<file path="src/rtl/pointwise_sub_seq_pkg.sv">
// Shared vector-unit types and constants for the element-wise subtractor.
// MAX_NEURONS may be supplied as a macro; it defaults to 8 lanes.
`ifndef MAX_NEURONS
`define MAX_NEURONS 8
`endif

package pointwise_sub_seq_pkg;

  localparam int MAX_NEURONS = `MAX_NEURONS;
  localparam int WIDTH       = 32;
  localparam int FRAC        = 16;
  localparam int IDX_W       = $clog2(MAX_NEURONS + 1);

  typedef logic [MAX_NEURONS-1:0][WIDTH-1:0] arr_t;

  typedef enum logic [1:0] {
    IDLE,
    RUN,
    DONE
  } sub_state_t;

endpackage

</file>
<file path="src/rtl/pointwise_sub_seq_qsub.sv">
// Combinational two's-complement subtract c = a - b with overflow flag.
// POINTWISE_SUB_SATURATE_EN clamps overflowing results instead of wrapping.
module qsub #(
  parameter int WIDTH = 32
) (
  input  logic [WIDTH-1:0] a,
  input  logic [WIDTH-1:0] b,
  output logic [WIDTH-1:0] c,
  output logic             ovf
);

  logic [WIDTH:0] diff;

  always_comb begin
    diff = {a[WIDTH-1], a} - {b[WIDTH-1], b};
    ovf  = diff[WIDTH] ^ diff[WIDTH-1];
    c    = diff[WIDTH-1:0];
`ifdef POINTWISE_SUB_SATURATE_EN
    // Sign of the wide difference picks the rail to clamp to.
    if (ovf) begin
      c = diff[WIDTH] ? {1'b1, {(WIDTH-1){1'b0}}}
                      : {1'b0, {(WIDTH-1){1'b1}}};
    end
`endif
  end

endmodule

</file>
<file path="src/rtl/pointwise_sub_seq.sv">
// Sequential out[i] = vector1[i] - vector2[i], one lane per clock.
// Saturation is enabled with the POINTWISE_SUB_SATURATE_EN macro.
module pointwise_sub_seq #(
  parameter int MAX_NEURONS = pointwise_sub_seq_pkg::MAX_NEURONS,
  parameter int WIDTH       = pointwise_sub_seq_pkg::WIDTH
) (
  input  logic                                clk,
  input  logic                                reset,
  input  logic                                start,
  input  logic [$clog2(MAX_NEURONS+1)-1:0]    length,
  input  logic [MAX_NEURONS-1:0][WIDTH-1:0]   vector1,
  input  logic [MAX_NEURONS-1:0][WIDTH-1:0]   vector2,
  output logic [MAX_NEURONS-1:0][WIDTH-1:0]   out,
  output logic                                busy,
  output logic                                done,
  output logic                                overflow
);

  import pointwise_sub_seq_pkg::*;

  localparam int IW = $clog2(MAX_NEURONS + 1);

  sub_state_t        state;
  sub_state_t        state_nxt;
  logic [IW-1:0]     idx;
  logic [IW-1:0]     len;
  logic [IW-1:0]     len_eff;
  logic [WIDTH-1:0]  opa;
  logic [WIDTH-1:0]  opb;
  logic [WIDTH-1:0]  res;
  logic              lane_ovf;
  logic              accept;

  always_comb begin
    len_eff = length;
    if (length > IW'(MAX_NEURONS))
      len_eff = IW'(MAX_NEURONS);
  end

  assign accept = start && (state != RUN);

  always_comb begin
    state_nxt = state;
    unique case (state)
      IDLE, DONE: begin
        if (start)
          state_nxt = (len_eff == '0) ? DONE : RUN;
        else
          state_nxt = IDLE;
      end
      RUN: begin
        if (idx == len - 1'b1)
          state_nxt = DONE;
      end
      default: state_nxt = IDLE;
    endcase
  end

  // Lane select as a compare loop so an out-of-range idx reads zero.
  always_comb begin
    opa = '0;
    opb = '0;
    for (int i = 0; i < MAX_NEURONS; i++) begin
      if (idx == IW'(i)) begin
        opa = vector1[i];
        opb = vector2[i];
      end
    end
  end

  qsub #(
    .WIDTH (WIDTH)
  ) u_qsub (
    .a   (opa),
    .b   (opb),
    .c   (res),
    .ovf (lane_ovf)
  );

  always_ff @(posedge clk) begin
    if (reset) begin
      state    <= IDLE;
      idx      <= '0;
      len      <= '0;
      out      <= '0;
      overflow <= 1'b0;
    end else begin
      state <= state_nxt;
      if (accept) begin
        len      <= len_eff;
        idx      <= '0;
        out      <= '0;
        overflow <= 1'b0;
      end else if (state == RUN) begin
        for (int i = 0; i < MAX_NEURONS; i++) begin
          if (idx == IW'(i))
            out[i] <= res;
        end
        idx <= idx + 1'b1;
        if (lane_ovf)
          overflow <= 1'b1;
      end
    end
  end

  assign busy = (state == RUN);
  assign done = (state == DONE);

endmodule

</file>
<file path="config.mk">
export PLATFORM = sky130hd
export DESIGN_NAME = pointwise_sub_seq
export DESIGN_NICKNAME = d
export VERILOG_FILES = /design/src/rtl/pointwise_sub_seq_pkg.sv /design/src/rtl/pointwise_sub_seq_qsub.sv /design/src/rtl/pointwise_sub_seq.sv
export SDC_FILE = /design/constraint.sdc
export NUM_CORES = 1
export LEC_CHECK = 0
export BUFFER_PORTS_ARGS = -buffer_cell sky130_fd_sc_hd__buf_4
export CAP_MARGIN = 0
export CORE_AREA = 5 5 299 301
export CTS_CLUSTER_DIAMETER = 150
export DETAILED_ROUTE_END_ITERATION = 7
export DIE_AREA = 0 0 304 306
export GPL_TIMING_DRIVEN = 0
export PLACE_DENSITY = 0.38
export SLEW_MARGIN = 10
export SYNTH_ARGS = -nofsm -noshare
export SYNTH_HDL_FRONTEND = slang
export SYNTH_SLANG_ARGS = --single-unit
</file>
<file path="constraint.sdc">
create_clock -name clk -period 11.03 [get_ports clk]
set_input_delay 2.206 -clock clk [delete_from_list [all_inputs] [get_ports clk]]
set_output_delay 2.206 -clock clk [all_outputs]
set_load 0.05 [all_outputs]
</file>
Word level (Yosys, flattened, before mapping)
Index checks and enable logic that the tools add are counted.

Register bits: 267. Input bits: 519. Word-level logic and storage cells: 65.

Add/sub/neg operators: 3. Order comparisons: 1. Equality and inequality tests: 12. Mux-type cells: 21. Bitwise operators: 1. Reductions and logical operators: 15.

Operator list (number): 32-bit two-way mux (16); 32-bit by 32-bit subtractor with 33-bit output (1); 2-bit AND reduction (9); 4-bit by 3-bit == test with 1-bit output, second input constant (4); 4-bit by 2-bit == test with 1-bit output, second input constant (2); 4-bit logical NOT (2); 2-bit two-way mux (3); 4-bit by 1-bit adder with 4-bit output, second input constant (1); 4-bit by 1-bit == test with 1-bit output, second input constant (1); 4-bit == test (1); 4-bit greater-than comparator, second input constant (1); 4-bit two-way mux (1); 2-bit by 1-bit inequality test with 1-bit output, second input constant (2); 2-bit case mux with 2 select lines (1); 2-bit OR reduction (2); 4-bit by 1-bit subtractor with 4-bit output, second input constant (1); 2-bit by 1-bit == test with 1-bit output, second input constant (1); 2-bit == test, second input constant (1); 2-bit logical NOT (1); 1-bit logical AND (1); 1-bit bitwise XOR (1).

Longest topological paths before layout
Depth in word-level cells: 12. Mapped depth: 24.

Cells and area by module
Synthesis repeated with hierarchy kept, for this count alone.

Cells, all modules: 2360. Area total of the unflattened synthesis: 16831.1 µm².

By module, submodules not included: pointwise_sub_seq (times used 1, cells each 2075, area each 14919.3 µm², sequential area each 5345.1 µm²); qsub (times used 1, cells each 285, area each 1911.8 µm², sequential area each 0.0 µm²).

Least setup slack after synthesis
Ideal clock, no wire load.

Path kind: input to register. Start point: input port vector1[0] in the netlist's numbering. End point: register overflow. Data arrival time: 5.434 ns. Data required time: 10.908 ns. Path slack: 5.474 ns. Stages on the path: 18. Buffers on the path: 0. Cells stage by stage: a221oi_1 -> nor3_1 -> a221oi_1 -> a211oi_1 -> a21oi_1 -> nand2_1 -> o21ai_0 -> ha_1 -> inv_1 -> fa_1 -> a21oi_1 -> nor2_1 -> o31ai_2 -> a31oi_1 -> a21o_1 -> a41o_2 -> a41o_1 -> a221o_1.

Word-level cells in the longest chain between the ends: 11.

RTL lines: start, declared (line pointwise_sub_seq.sv:11) `input logic [MAX_NEURONS-1:0][WIDTH-1:0] vector1,`; 32-bit two-way mux (8 in series) (line pointwise_sub_seq.sv:64) `if (idx == IW'(i)) begin`; 32-bit by 32-bit subtractor with 33-bit output (line pointwise_sub_seq_qsub.sv:15) `diff = {a[WIDTH-1], a} - {b[WIDTH-1], b};`; 1-bit bitwise XOR (line pointwise_sub_seq_qsub.sv:16) `ovf = diff[WIDTH] ^ diff[WIDTH-1];`; 2-bit AND reduction (no line); end signal, assigned (line pointwise_sub_seq.sv:86) `overflow <= 1'b0;`; end signal, assigned (line pointwise_sub_seq.sv:93) `overflow <= 1'b0;`; end signal, assigned (line pointwise_sub_seq.sv:101) `overflow <= 1'b1;`; end, declared (line pointwise_sub_seq.sv:16) `output logic overflow`.

No other way between the ends. A chain may end at the register's enable or synchronous reset.

Worst setup path after layout
Start point: register idx[1]. End point: register out[90] in the netlist's numbering.

Word-level cells in the longest chain between the ends: 10. Elaborated cells between the ends (all ways): 26. Those cells by class: add/sub (1); eq/ne (7); mux (16); reduce/logical (2).

RTL lines: start, declared (line pointwise_sub_seq.sv:25) `logic [IW-1:0] idx;`; start signal, assigned (line pointwise_sub_seq.sv:99) `idx <= idx + 1'b1;`; 4-bit logical NOT (line pointwise_sub_seq.sv:64); 32-bit two-way mux (8 in series) (line pointwise_sub_seq.sv:64); 32-bit by 32-bit subtractor with 33-bit output (line pointwise_sub_seq_qsub.sv:15); end signal, assigned by index (line pointwise_sub_seq.sv:97) `out[i] <= res;`; end, declared (line pointwise_sub_seq.sv:13) `output logic [MAX_NEURONS-1:0][WIDTH-1:0] out,`.

Parallel ways exist; a longest one is shown, timed or not.

==> summary.txt <==
Global routing
  – Largest net degree at the start of global routing: 16
  – Total gr overflow: 0
  – GRT Overall Usage: 0.243
  – Initial antenna violation count: 27
  – First-pass GRT wire length: 161000 µm
  – Vias in the first global route: 19400

STA
  – Final setup fails: 0
  – Rel. slew slack: 0.119
  – Fmax: 126 MHz
  – Setup WS post-layout: 3.11 ns
  – Setup total negative slack: 0 ns
  – Unrepaired setup endpoints after global routing: false
  – Final Slew Violations: 0
  – Hold Fails Final Rpt: 0
  – Tcrit/Tclk final: 0.718
  – Tightest Pin Transition: 1.32 ns
  – Worst Skew: 0.0315 ns
  – Min Tclk post-route: 7.92 ns

Synth
  – Ys flop type: dfxtp_1
  – Yosys warns: 0
  – Synth top area cells: dfxtp_1 (36%), a21oi_1 (10%), nand2_1 (8.7%), a221oi_1 (7.6%), nor2_1 (6.9%)
  – Ys async rst share: 0
  – Cell count after synthesis: 1993
  – Register bit count reported by yosys: 267
  – Mapped cell area: 0.0147 mm²
  – Synth cell types: 65
  – Seq/Total Area, Yosys: 0.363
  – Syn_nets: 2550
  – Top-area cell type share of the netlist area: 0.363
  – Synth area leader: dfxtp_1
  – Mean area per synthesized cell: 7.39 µm²
  – Number of enable flip-flop cells after synthesis: 0

Worst hold path
  – HP Start: out[28]$_SDFFE_PP0P_
  – Hold depth: 2
  – HP Class: register to register
  – Hold Path End: out[28]$_SDFFE_PP0P_

Placement
  – Setup WS pre-CTS: 3.10 ns
  – GPL Wtd Cong: 1.04
  – DP Cell Count: 3938
  – PortBufs: 776
  – Hpwl dp: 102000 µm

Layout
  – Fin util: 0.270
  – Final std cells w/o fill: 4004
  – Area Growth Syn to Fin: 58.6%
  – Layout cells sized above 1: 0.313
  – Fill cells: 9540
  – Final nets: 3371
  – Most common cell after layout, fill and taps aside: buf_4
  – Commonest non-fill, non-tap cells in the layout: buf_4 (776), nand2_1 (342), a21oi_1 (297), nor2_1 (268), dfxtp_1 (267)

Setup path
  – Reg-to-reg endpoint: out[90]$_SDFFE_PP0P_
  – Worst R2R Start: idx[1]$_SDFFE_PP0P_
  – Worst r2r path cells: 24
  – Crit end category: register
  – R2r setup slk: 3.11 ns
  – Kind of start point of the critical path: register
  – Worst Path Max Fanout: 10
  – Critical path class: register to register
  – Worst EP required: 11.49 ns
  – CP Data Arrival Time: 8.39 ns

Detailed routing
  – 1st-pass router iterations: 7
  – Drt drc: 0
  – Initial drt markers: 1233
  – Post-route ant nets: 0
  – Via count: 18900
  – Routed Wire Length: 120000 µm
  – Vias/cell: 4.73
  – Avg WL per Cell: 30.0 µm

Pwr
  – P_leak: 9.78 nW
  – Clock power share: 0.296
  – Sequential share of power: 0.288
  – NetSw: 1.39 mW
  – Combinational fraction of design power: 0.417
  – Total power: 3.44 mW
  – Internal Power: 2.04 mW
  – PD cells: 147 mW/mm²
  – Worst VDD drop: 0.0000837 V
  – Switching Fraction: 0.406

Clocking
  – Max H-tree Level: 1
  – CTS Hold Bufs: 0
  – CTS tree: done
  – Clk buf depth: 3
  – Post CTS Setup Buffer Count: 0
  – Worst-path clk slew: 0.07 ns
  – TritonCTS Sinks: 267
  – Post_cts resized: 0
  – Root buf cell: clkbuf_16
  – Clk_lat worst skew: 0.59 ns
  – CTS Buf Count: 29

Die
  – Die Span X: 304 µm
  – DIE AREA: 0.0930 mm²
  – Number of core rows: 108
  – I/O pins: 778
  – Floorplan die height: 306 µm
  – Core footprint: 0.0863 mm²
  – Initial Util: 0.170

Run status
  – Status: finished, final reports clean

Run
  – Max-cap violation count: 0
==> registers in the layout, indices dropped and copies added, names as in the netlist <==
signal / count
idx: 4
len: 4
state: 2
overflow: 1
out: 256
==> synth_stat cells (5+ instances only) <==
library cell / count
buf_1: 37
o21ai_0: 57
or4_1: 8
inv_1: 14
xnor2_1: 16
nor2b_1: 9
nor3_1: 70
nand4_1: 5
nor2_1: 271
a221oi_1: 128
nand3_1: 29
a211oi_1: 98
a21oi_1: 298
nand2b_1: 7
a22o_1: 56
dfxtp_1: 267
and3_1: 8
ha_1: 37
clkbuf_1: 122
nand2_1: 342
or3b_1: 6
and2_1: 9
a21o_1: 14
xor2_1: 16
buf_2: 9
==> cell type report <==
class                      count  area (µm²)  area share
multi-input combinational   1543        8840       0.379
timing repair buffer         790        6010       0.257
sequential                   267        5350       0.229
tap                         1155        1450      0.0619
clock buffer                  42         855      0.0366
buffer                       169         647      0.0277
clock inverter                 9         120     0.00515
inverter                      14        52.6     0.00225
antenna                       15        37.5     0.00161
==> critical path: stages (launching register included) <==
cell,delay (ns)
dfxtp_1,0.46
inv_1,0.12
ha_1,0.28
nor4b_1,0.28
clkbuf_1,1.00
clkbuf_1,0.63
a221oi_1,0.17
nor3_1,0.69
a221oi_1,0.16
a211oi_1,0.27
a21oi_1,0.10
a21oi_1,0.28
ha_1,0.23
inv_1,0.07
fa_1,0.49
a21oi_1,0.23
nor2_1,0.11
o31ai_2,0.48
a31oi_1,0.30
nand2_1,0.13
nand2_1,0.11
a31oi_1,0.65
buf_2,0.34
or4_1,0.14
nand3_1,0.05
==> stage by stage <==
| stage | instance area (µm²) | hold slack, ns |
|---|---|---|
| 2_1_floorplan | 14700 | 0.448 |
| 3_3_place_gp | 22000 | 0.443 |
| 3_5_place_dp | 22300 | 0.448 |
| 4_1_cts | 23300 | 0.457 |
| 5_1_grt | 23300 | 0.474 |
| 6_report | 23300 | 0.452 |
==> power by group through the flow <==
stage          registers [mW]  clock network, mW  logic, mW
4_1_cts                 0.988               1.04       1.46
5_1_grt                 0.989               1.08       1.52
3_5_place_dp             1.01                  0       1.46
3_3_place_gp             1.01                  0       1.33
2_1_floorplan            1.05                  0      0.581
6_report                0.988               1.02       1.43
==> how the worst max path moves through the flow <==
stage,cells past startpoint,to,slack [ns],startpoint
5_1_grt,24,out[90]$_SDFFE_PP0P_,2.87,idx[1]$_SDFFE_PP0P_
4_1_cts,23,out[22]$_SDFFE_PP0P_,3.05,idx[1]$_SDFFE_PP0P_
3_5_place_dp,23,out[214]$_SDFFE_PP0P_,3.10,idx[1]$_SDFFE_PP0P_
2_1_floorplan,18,overflow$_SDFFE_PP0P_,5.47,vector1[0]
3_3_place_gp,23,out[184]$_SDFFE_PP0P_,2.86,idx[1]$_SDFFE_PP0P_
6_report,24,out[90]$_SDFFE_PP0P_,3.11,idx[1]$_SDFFE_PP0P_
==> metal layers <==
| layer | track usage | up-vias | share of wire | wire, µm |
|---|---|---|---|---|
| li1 | - | 8861 | - | - |
| met1 | 0.257 | 9197 | 0.36 | 43300 |
| met2 | 0.465 | 754 | 0.53 | 63500 |
| met3 | 0.0652 | 125 | 0.073 | 8790 |
| met4 | 0.0796 | 10 | 0.038 | 4590 |
| met5 | 0 | - | 0.00059 | 71 |
==> logic make-up after synthesis <==
logic type,Yosys count,share of synthesized area
buf+inv,183,0.0475
simple gates,786,0.226
xor+xnor,33,0.0209
fa+ha+maj,38,0.0328
flops,267,0.363
compound gates,686,0.310
Power figures use the tool's default switching activity.
